$ cat src/rtl/mc_pkg.sv
// mc_pkg: state encoding and datapath select codes shared by the multicycle controller.
package mc_pkg;
    typedef enum logic [3:0] {
        FETCH = 4'd0, DECODE, MEMADR, MEMREAD, MEMWB, MEMWRITE, EXECR, EXECI, ALUWB, BRANCH
    } state_t;
    localparam logic [2:0] ALU_ADD = 3'b000, ALU_SUB = 3'b001, ALU_AND = 3'b010, ALU_ORR = 3'b011, ALU_EOR = 3'b100;
    localparam logic [1:0] SRCB_RD2 = 2'b00, SRCB_IMM = 2'b01, SRCB_FOUR = 2'b10;
    localparam logic [1:0] RES_ALUOUT = 2'b00, RES_DATA = 2'b01, RES_ALURESULT = 2'b10;
endpackage

$ cat src/rtl/mc_instr_dec.sv
// mc_instr_dec: combinational decode of the live instruction fields into ALU, flag, immediate and PC-write controls.
module mc_instr_dec import mc_pkg::*; (
    input  logic [1:0] Op,
    input  logic [4:0] Funct,
    input  logic [3:0] Rd,
    input  logic       ALUOp,
    input  logic       RegW,
    input  logic       Branch,
    output logic [2:0] ALUControl,
    output logic [1:0] FlagW,
    output logic [1:0] ImmSrc,
    output logic [1:0] RegSrc,
    output logic       PCS
);
    logic [2:0] alu;
    always_comb begin
        alu = Funct[4:1] == 4'b0010 ? ALU_SUB :
              Funct[4:1] == 4'b0000 ? ALU_AND :
              Funct[4:1] == 4'b1100 ? ALU_ORR :
              Funct[4:1] == 4'b0001 ? ALU_EOR : ALU_ADD;
        ALUControl = ALUOp ? alu : ALU_ADD;
        // carry/overflow only mean something for arithmetic ops
        FlagW = ALUOp ? {Funct[0], Funct[0] & (alu == ALU_ADD || alu == ALU_SUB)} : 2'b00;
        ImmSrc = Op;
        RegSrc = {Op == 2'b01 && !Funct[0], Op == 2'b10};
        PCS = (Rd == 4'd15 && RegW) || Branch;
    end
endmodule

$ cat src/rtl/multicycle_ctrl.sv
// multicycle_ctrl: main FSM sequencing the shared memory port and ALU, with memory-stall timeout.
// Define MULTICYCLE_CTRL_DEBUG_EN to expose state_dbg and the retired-instruction counter.
module multicycle_ctrl import mc_pkg::*; #(
    parameter int ADDR_STALL_MAX = 255
) (
    input  logic       clk,
    input  logic       reset_n,
    input  logic [1:0] Op,
    input  logic [5:0] Funct,
    input  logic [3:0] Rd,
    input  logic       mem_ready,
    output logic       IRWrite,
    output logic       AdrSrc,
    output logic       ALUSrcA,
    output logic [1:0] ALUSrcB,
    output logic [1:0] ResultSrc,
    output logic       NextPC,
    output logic       RegW,
    output logic       MemW,
    output logic       PCS,
    output logic [1:0] FlagW,
    output logic [1:0] ImmSrc,
    output logic [1:0] RegSrc,
    output logic [2:0] ALUControl,
    output logic       timeout
`ifdef MULTICYCLE_CTRL_DEBUG_EN
    ,
    output logic [3:0] state_dbg,
    output logic [15:0] retired_cnt
`endif
);
    localparam logic [7:0] STALL_MAX = 8'(ADDR_STALL_MAX);
    state_t state, state_nx;
    logic alu_op, branch, stall;
    logic [7:0] stall_cnt;
    always_ff @(posedge clk or negedge reset_n)
        if (!reset_n) state <= FETCH;
        else state <= state_nx;
    always_comb begin
        state_nx = state;
        case (state)
            FETCH:    state_nx = mem_ready ? DECODE : FETCH;
            DECODE:   state_nx = Op == 2'b00 ? (Funct[5] ? EXECI : EXECR) :
                                 Op == 2'b01 ? MEMADR :
                                 Op == 2'b10 ? BRANCH : FETCH;
            MEMADR:   state_nx = Funct[0] ? MEMREAD : MEMWRITE;
            MEMREAD:  state_nx = mem_ready ? MEMWB : MEMREAD;
            MEMWRITE: state_nx = mem_ready ? FETCH : MEMWRITE;
            EXECR, EXECI: state_nx = ALUWB;
            default:  state_nx = FETCH;
        endcase
    end
    always_comb begin
        IRWrite = 1'b0;
        NextPC = 1'b0;
        AdrSrc = 1'b0;
        ALUSrcA = 1'b0;
        ALUSrcB = SRCB_RD2;
        ResultSrc = RES_ALUOUT;
        RegW = 1'b0;
        MemW = 1'b0;
        alu_op = 1'b0;
        branch = 1'b0;
        case (state)
            FETCH: begin
                // reset forces FETCH, so gate the only mem_ready-driven enables
                IRWrite = mem_ready & reset_n;
                NextPC = mem_ready & reset_n;
                ALUSrcA = 1'b1;
                ALUSrcB = SRCB_FOUR;
                ResultSrc = RES_ALURESULT;
            end
            DECODE: begin
                ALUSrcA = 1'b1;
                ALUSrcB = SRCB_FOUR;
                ResultSrc = RES_ALURESULT;
            end
            MEMADR:  ALUSrcB = SRCB_IMM;
            MEMREAD: AdrSrc = 1'b1;
            MEMWB: begin
                ResultSrc = RES_DATA;
                RegW = 1'b1;
            end
            MEMWRITE: begin
                AdrSrc = 1'b1;
                MemW = 1'b1;
            end
            EXECR: alu_op = 1'b1;
            EXECI: begin
                ALUSrcB = SRCB_IMM;
                alu_op = 1'b1;
            end
            ALUWB: RegW = 1'b1;
            BRANCH: begin
                ALUSrcB = SRCB_IMM;
                ResultSrc = RES_ALURESULT;
                branch = 1'b1;
            end
            default: ;
        endcase
    end
    mc_instr_dec u_dec (
        .Op(Op),
        .Funct(Funct[4:0]),
        .Rd(Rd),
        .ALUOp(alu_op),
        .RegW(RegW),
        .Branch(branch),
        .ALUControl(ALUControl),
        .FlagW(FlagW),
        .ImmSrc(ImmSrc),
        .RegSrc(RegSrc),
        .PCS(PCS)
    );
    assign stall = (state == FETCH || state == MEMREAD || state == MEMWRITE) && !mem_ready;
    // counter saturates so a stuck memory cannot wrap it; the FSM keeps waiting regardless
    always_ff @(posedge clk or negedge reset_n)
        if (!reset_n) begin
            stall_cnt <= '0;
            timeout <= 1'b0;
        end else begin
            stall_cnt <= stall ? (stall_cnt == STALL_MAX ? stall_cnt : stall_cnt + 8'd1) : 8'd0;
            timeout <= timeout | (stall && stall_cnt == STALL_MAX - 8'd1);
        end
`ifdef MULTICYCLE_CTRL_DEBUG_EN
    assign state_dbg = state;
    always_ff @(posedge clk or negedge reset_n)
        if (!reset_n) retired_cnt <= '0;
        else if (state_nx == FETCH && (state == MEMWB || state == MEMWRITE || state == ALUWB || state == BRANCH))
            retired_cnt <= retired_cnt + 16'd1;
`endif
endmodule

$ cat config.mk
export PLATFORM = sky130hd
export DESIGN_NAME = multicycle_ctrl
export DESIGN_NICKNAME = d
export VERILOG_FILES = /design/src/rtl/mc_pkg.sv /design/src/rtl/mc_instr_dec.sv /design/src/rtl/multicycle_ctrl.sv
export SDC_FILE = /design/constraint.sdc
export NUM_CORES = 1
export LEC_CHECK = 0
export ABC_AREA = 1
export CORE_ASPECT_RATIO = 0.8
export CORE_MARGIN = 2
export CORE_UTILIZATION = 30
export CTS_BUF_LIST = sky130_fd_sc_hd__clkbuf_16
export DETAILED_ROUTE_END_ITERATION = 16
export GPL_TIMING_DRIVEN = 0
export HOLD_SLACK_MARGIN = 0.05
export PLACE_DENSITY = 0.55
export SYNTH_ARGS = -nofsm -noshare
export SYNTH_HDL_FRONTEND = slang
export SYNTH_SLANG_ARGS = --single-unit
$ cat constraint.sdc
create_clock -name clk -period 1.9 [get_ports clk]
set_input_delay 0.38 -clock clk [delete_from_list [all_inputs] [get_ports clk]]
set_output_delay 0.38 -clock clk [all_outputs]
set_load 0.02 [all_outputs]
==> flow_summary.ini, run 1 <==
[synthesis]
synth_compound_area_frac = 0.0840
synth-simple-area-share = 0.457
synthMuxAreaShare = 0
synth_area_um2 = 1070
synthXorXnorAreaFrac = 0.0163
yosysTopAreaCell = dfrtp_1
ys_warn_count = 0
postSynthAreaPerCell_um2 = 7.20
synth_top_family_by_area = simple AND/OR/NAND/NOR gates
yosysUniqueCellTypes = 26
synth-seq-area-share = 0.303
synth_nets = 166
synth_top_area_frac = 0.303
synthTopCellsByArea = dfrtp_1, nand2_1, nand3_1, nor2_1, inv_1
synthAdderAreaFrac = 0.0233
synth_seq_cells = 13
synth_cells = 149

[min_path]
hold_path_class = input pin to async pin

[grt]
overflow = 0
grtUsageTotal = 0.145
grt_antenna_before_repair = 0
grt_pass1_vias = 1030
grt_max_degree = 15
grt_pass1_wl_mm = 4.66

[status]
outcome = finished, final reports clean

[sta]
tightest_slew_ps = 359
worst_slack_ps = 73.2
fin_hold_ws_ps = 131
finalMaxSlewViolations = 0
max_slew_margin = 0.761
clock_skew_ps = 4.02
layout_min_cycle_time_ps = 1830
fmax_ghz = 0.547
fin_setup_tns_ps = 0
fin_crit_sh = 0.961
rsz0062_at_grt = false
finalSetupViolCount = 0
hold_violations = 0

[power_and_ir_drop]
vdd.ir_drop.worst_mv = 0.351
p_leak_nw = 0.751
power_density_nw_per_um2 = 1080
finalPower_w = 0.00165

[route]
post_drt_wl_per_cell_um = 11.9
drc = 0
drt_iter0_drc = 49
num_vias = 1082
ant_nets = 0
detail_route.vias_per_cell = 4.64
routed_wl_mm = 2.76
drt-pass1-iter-count = 4

[place]
gp_congestion = 0.855
place_area_um2 = 1480
place_ws_ps = -792
portBuffers = 35
hpwl_mm = 2.16

[setup_path]
required_ps = 1520
path_cells = buf_6, nor2_4, inv_1, a21oi_4, dlygate4sd2_1
startpoint_type = flip-flop
crit_cells = 5
end_kind = output port
cp_max_fo = 9
crit_arrival_ps = 1450
crit_type = flip-flop to output port
slowest_stage = dfrtp_1
crit_buf_inv = 3
cpLargestDelayFamily = buffers and inverters
rr_worst_depth = 7
critical-path-max-stage-delay_ps = 360

[clock_tree]
cts_tree = yes
clk_latency_ps = 240
cts_max_level = 1
clockBufferDepth = 2
clkSinkCount = 13
hold_buffers = 0
clockRootBuffer = clkbuf_16
path_clk_slew_ps = 50
numCtsBuffers = 3

[floorplanning]
dieArea_um2 = 4070
initial_utilization = 0.313
core_um2 = 3420
ioPinCount = 36
rows = 19
die_w_um = 70.8
die_h_um = 57.5

[final_layout]
area_growth_pct = 42.0
fin_nets = 209
drive_gt1_frac = 0.283
nFillCells = 362
stdcell_area_um2 = 1520
n_antenna_cell = 0

[flow_run]
drv_cap = 0
final cells by class:
cell class                      instances  area [um2]  area share
Tap cell                               42        52.6      0.0345
Sequential cell                        13         328       0.215
Clock inverter                          1        3.75     0.00247
Clock buffer                            3        75.1      0.0493
Timing Repair Buffer                   38         309       0.203
Multi-Input combinational cell        109         631       0.414
Buffer                                  5        41.3      0.0271
Inverter                               22        82.6      0.0542
synth_stat cells:
master    instances
nand3_1          17
nand2_2           3
a21oi_2           3
nor2_2            4
buf_4             4
nand3_4           1
ha_1              2
inv_2             6
nand4_1           3
buf_6             1
o211ai_1          2
nand2_4           4
nand2_1          31
nand3b_1          1
o21a_1            1
nor3_1            4
a21oi_1           3
a21oi_4           1
dfrtp_1          13
nor2_1           18
xnor2_1           1
inv_1            16
nor2_4            5
o21ai_0           2
and3_1            2
xor2_1            1
routing by layer:
| layer | global-route usage | up-vias | wire length, um |
|---|---|---|---|
| met5 | 0 | - | 0 |
| met4 | 0.0485 | 0 | 38 |
| met3 | 0.0318 | 5 | 101 |
| met2 | 0.223 | 27 | 1220 |
| met1 | 0.202 | 497 | 1400 |
| li1 | - | 553 | - |
placed cells by master (no fill, tap or decap), types with 4 or more instances in the layout:
cell type and instances:
nand2_1 31, inv_1 17, nor2_1 17, nand3_1 17
clkdlybuf4s50_1 14, dfrtp_1 11, buf_4 8, inv_2 6
nor2_4 6, buf_2 6, dlygate4sd2_1 6, clkbuf_2 5
nand2_4 4, nor2_2 4, nor3_1 4
what timing repair did:
item                       CTS  global route
pin swaps                    3             1
resized for setup           42            19
setup endpoints to repair   20            11
buffers inserted             2             1
state kept, by name, summed over array words and instances (netlist names):
register and count:
state 4, timeout 1, stall_cnt 8
path summary, 6_finish.rpt:
path                         startpoint            to  slack, ps
max                            state[1]          RegW         70
min                             reset_n  stall_cnt[2]        130
max reg2reg                stall_cnt[0]  stall_cnt[0]        520
min reg2reg                     timeout       timeout        470
max in group asynchronous       reset_n      state[0]       1480
min in group clk                timeout       timeout        470
kinds of logic after synthesis:
logic type | count (synthesis)
flip-flops | 13
AND/OR/NAND/NOR | 93
AO/OA/AOI/OAI | 12
XOR/XNOR | 2
adder cells (fa/ha/maj) | 2
buffers and inverters | 27
through the flow:
| stage | instances | utilization |
|---|---|---|
| finish | 233 | 0.445 |
| global route | 233 | 0.445 |
| CTS | 232 | 0.457 |
| detailed placement | 226 | 0.431 |
| global placement | 226 | 0.431 |
| floorplan | 149 | - |
worst register-to-register path: cells and delay by family (launching register included):
family                   cells  cell delay, ps
AND/OR/NAND/NOR              6             620
flip-flops                   1             410
adder cells (fa/ha/maj)      1             280
report_power, final:
group	internal (W)	switching [W]	leakage, nW
combinational	0.000337	0.000533	0.539
clock	0.000278	0.000120	0.0423
sequential	0.000324	0.0000584	0.169
Power figures use the tool's default switching activity.
==> run 2, diff against run 1 <==
Settings changed: PLACE_DENSITY 0.55 to 0.57.
Clock period 1.9 ns to 1.6 ns, I/O delays scaled along.
==> run 2 against run 1 <==
Effect of this change: the run now ends with setup timing left; cell count up 3.4%; wire length up 7.0%; non-clock buffer count up 8; clock power up 17%; core utilization up 5.2 points; count of clock-buffer cells in the layout unchanged; combinational power up 51%; sequential share of layout area down 2.2 points; critical endpoint is now PCS; global-route usage down 0.23 points; critical path depth up 1; clock skew down 3.2 ps.
==> flow_summary.ini, run 2 (synthesis gave the netlist of run 1 again) <==
[setup_path]
path_cells = nor2_4, inv_2, a21oi_4, nand3_2, nand2_2, buf_6
end_kind = output port
required_ps = 1280
critical-path-max-stage-delay_ps = 450
crit_arrival_ps = 1400
crit_type = flip-flop to output port
cp-startpoint = state[3]
startpoint_type = flip-flop
timing.rr.start = stall_cnt[1]
r2r_setup_slack_ps = 230
cp_max_fo = 4
slowest_stage = dfrtp_2

[power_and_ir_drop]
combPwrFrac = 0.586
p_int_w = 0.00130
power_density_nw_per_um2 = 1310
finalPower_w = 0.00223
seqPwrFrac = 0.205
p_leak_nw = 0.811
p_switching_w = 0.000934
pwr-share-clk = 0.209
vdd.ir_drop.worst_mv = 0.457
netSwitchingFraction = 0.419

[sta]
hold_violations = 0
layout_min_cycle_time_ps = 1720
finalSetupViolCount = 7
clock_skew_ps = 0.846
rsz0062_at_grt = true
worst_slack_ps = -122
finalMaxSlewViolations = 0
max_slew_margin = 0.780
tightest_slew_ps = 331
fmax_ghz = 0.581
fin_crit_sh = 1.08

[final_layout]
drive_gt1_frac = 0.422
fin_nets = 217
fin_util = 0.497
final_cell_mix = nand2_1, buf_4, inv_1, nor2_1, nand3_1
largestRegisters = stall_cnt (8), state (4), timeout (1)
area_growth_pct = 58.6
final_common_cell = nand2_1
fin_cells = 241
n_antenna_cell = 0
largest_register_ffs = 8
max_flop_register = stall_cnt

[floorplanning]
ioPinCount = 36
rows = 19
dieArea_um2 = 4070
initial_utilization = 0.313
core_um2 = 3420
die_w_um = 70.8
die_h_um = 57.5

[grt]
grt_pass1_vias = 1048
grt_pass1_wl_mm = 4.63
grtUsageTotal = 0.142
grt_antenna_before_repair = 0
grt_max_degree = 15
overflow = 0

[status]
violations = setup timing
outcome = finished with violations

[clock_tree]
clkSinkCount = 13
clockRootBuffer = clkbuf_16
cts_tree = yes
hold_buffers = 0
path_clk_slew_ps = 50
clockBufferDepth = 2
clk_latency_ps = 240
numCtsBuffers = 3
cts_max_level = 1

[route]
ant_nets = 0
num_vias = 1133
post_drt_wl_per_cell_um = 12.3
detail_route.vias_per_cell = 4.70
drt_iter0_drc = 49
routed_wl_mm = 2.95
drt-pass1-iter-count = 4
drc = 0

[place]
dp_cells = 226
hpwl_mm = 2.11
portBuffers = 35
gp_congestion = 0.852

[min_path]
hold_path_class = input pin to async pin

[flow_run]
drv_cap = 0
-- run 2: cell types whose count changed in the layout (fill, tap and decap cells not counted), sizes merged --
cell / change
buf: +19
clkbuf: -4
clkdlybuf4s15: -2
clkdlybuf4s18: +1
clkdlybuf4s50: -5
clkinv: +1
dlygate4sd2: -2
dlymetal6s2s: +1
inv: -1
-- run 2: metrics by stage --
step                hold WS (ps)  instance area [um2]  setup WS [ps]  setup TNS [ps]
global route                89.2                 1700           -196           -1060
detailed placement           453                 1480           -983           -7670
finish                      69.5                 1700           -122            -470
global placement             457                 1480           -958           -7530
CTS                         88.2                 1590           -136            -601
floorplan                   24.4                 1070           12.2               0
-- run 2: layout make-up --
class | count | area, um2
multi-input combinational | 109 | 709
tap | 42 | 52.6
buffer | 4 | 33.8
sequential | 13 | 328
clock buffer | 3 | 75.1
clock inverter | 1 | 5.00
timing repair buffer | 47 | 414
fill | 338 | 1720
inverter | 22 | 82.6
-- run 2: what timing repair did --
action                     in CTS  in global routing
cloned                          0                  0
pin swaps                       5                 11
setup endpoints to repair      20                 18
buffers inserted                5                  8
resized for setup             111                 26
-- run 2: power groups by stage --
| stage | registers, W | clock network [W] | logic (W) |
|---|---|---|---|
| 2_1_floorplan | 0.000439 | 0 | 0.000718 |
| 3_3_place_gp | 0.000451 | 0 | 0.00106 |
| 3_5_place_dp | 0.000451 | 0 | 0.00107 |
| 4_1_cts | 0.000454 | 0.000480 | 0.00111 |
| 5_1_grt | 0.000462 | 0.000504 | 0.00142 |
| 6_report | 0.000456 | 0.000466 | 0.00131 |
-- run 2: critical path: cells and delay by family (launching register included) --
kind / cells / cell delay [ps]
buffers and inverters: 2 / 190
DFF: 1 / 450
and+or+nand+nor: 3 / 360
AOI/OAI and AO/OA: 1 / 160
-- run 2: final timing paths --
kind	to	depth (start not counted)
max in group asynchronous	state[0]	1
worst min-delay path	stall_cnt[2]	1
worst max register to register	stall_cnt[0]	7
worst max-delay path	PCS	6
worst min register to register	timeout	2
min in group clk	timeout	2
-- run 2: metal layers --
metal | global-route usage | share of wire | vias up
met5 | 0 | 0 | -
met4 | 0.0404 | 0.0071 | 0
li1 | - | - | 571
met1 | 0.197 | 0.47 | 536
met2 | 0.220 | 0.49 | 24
met3 | 0.0371 | 0.031 | 2
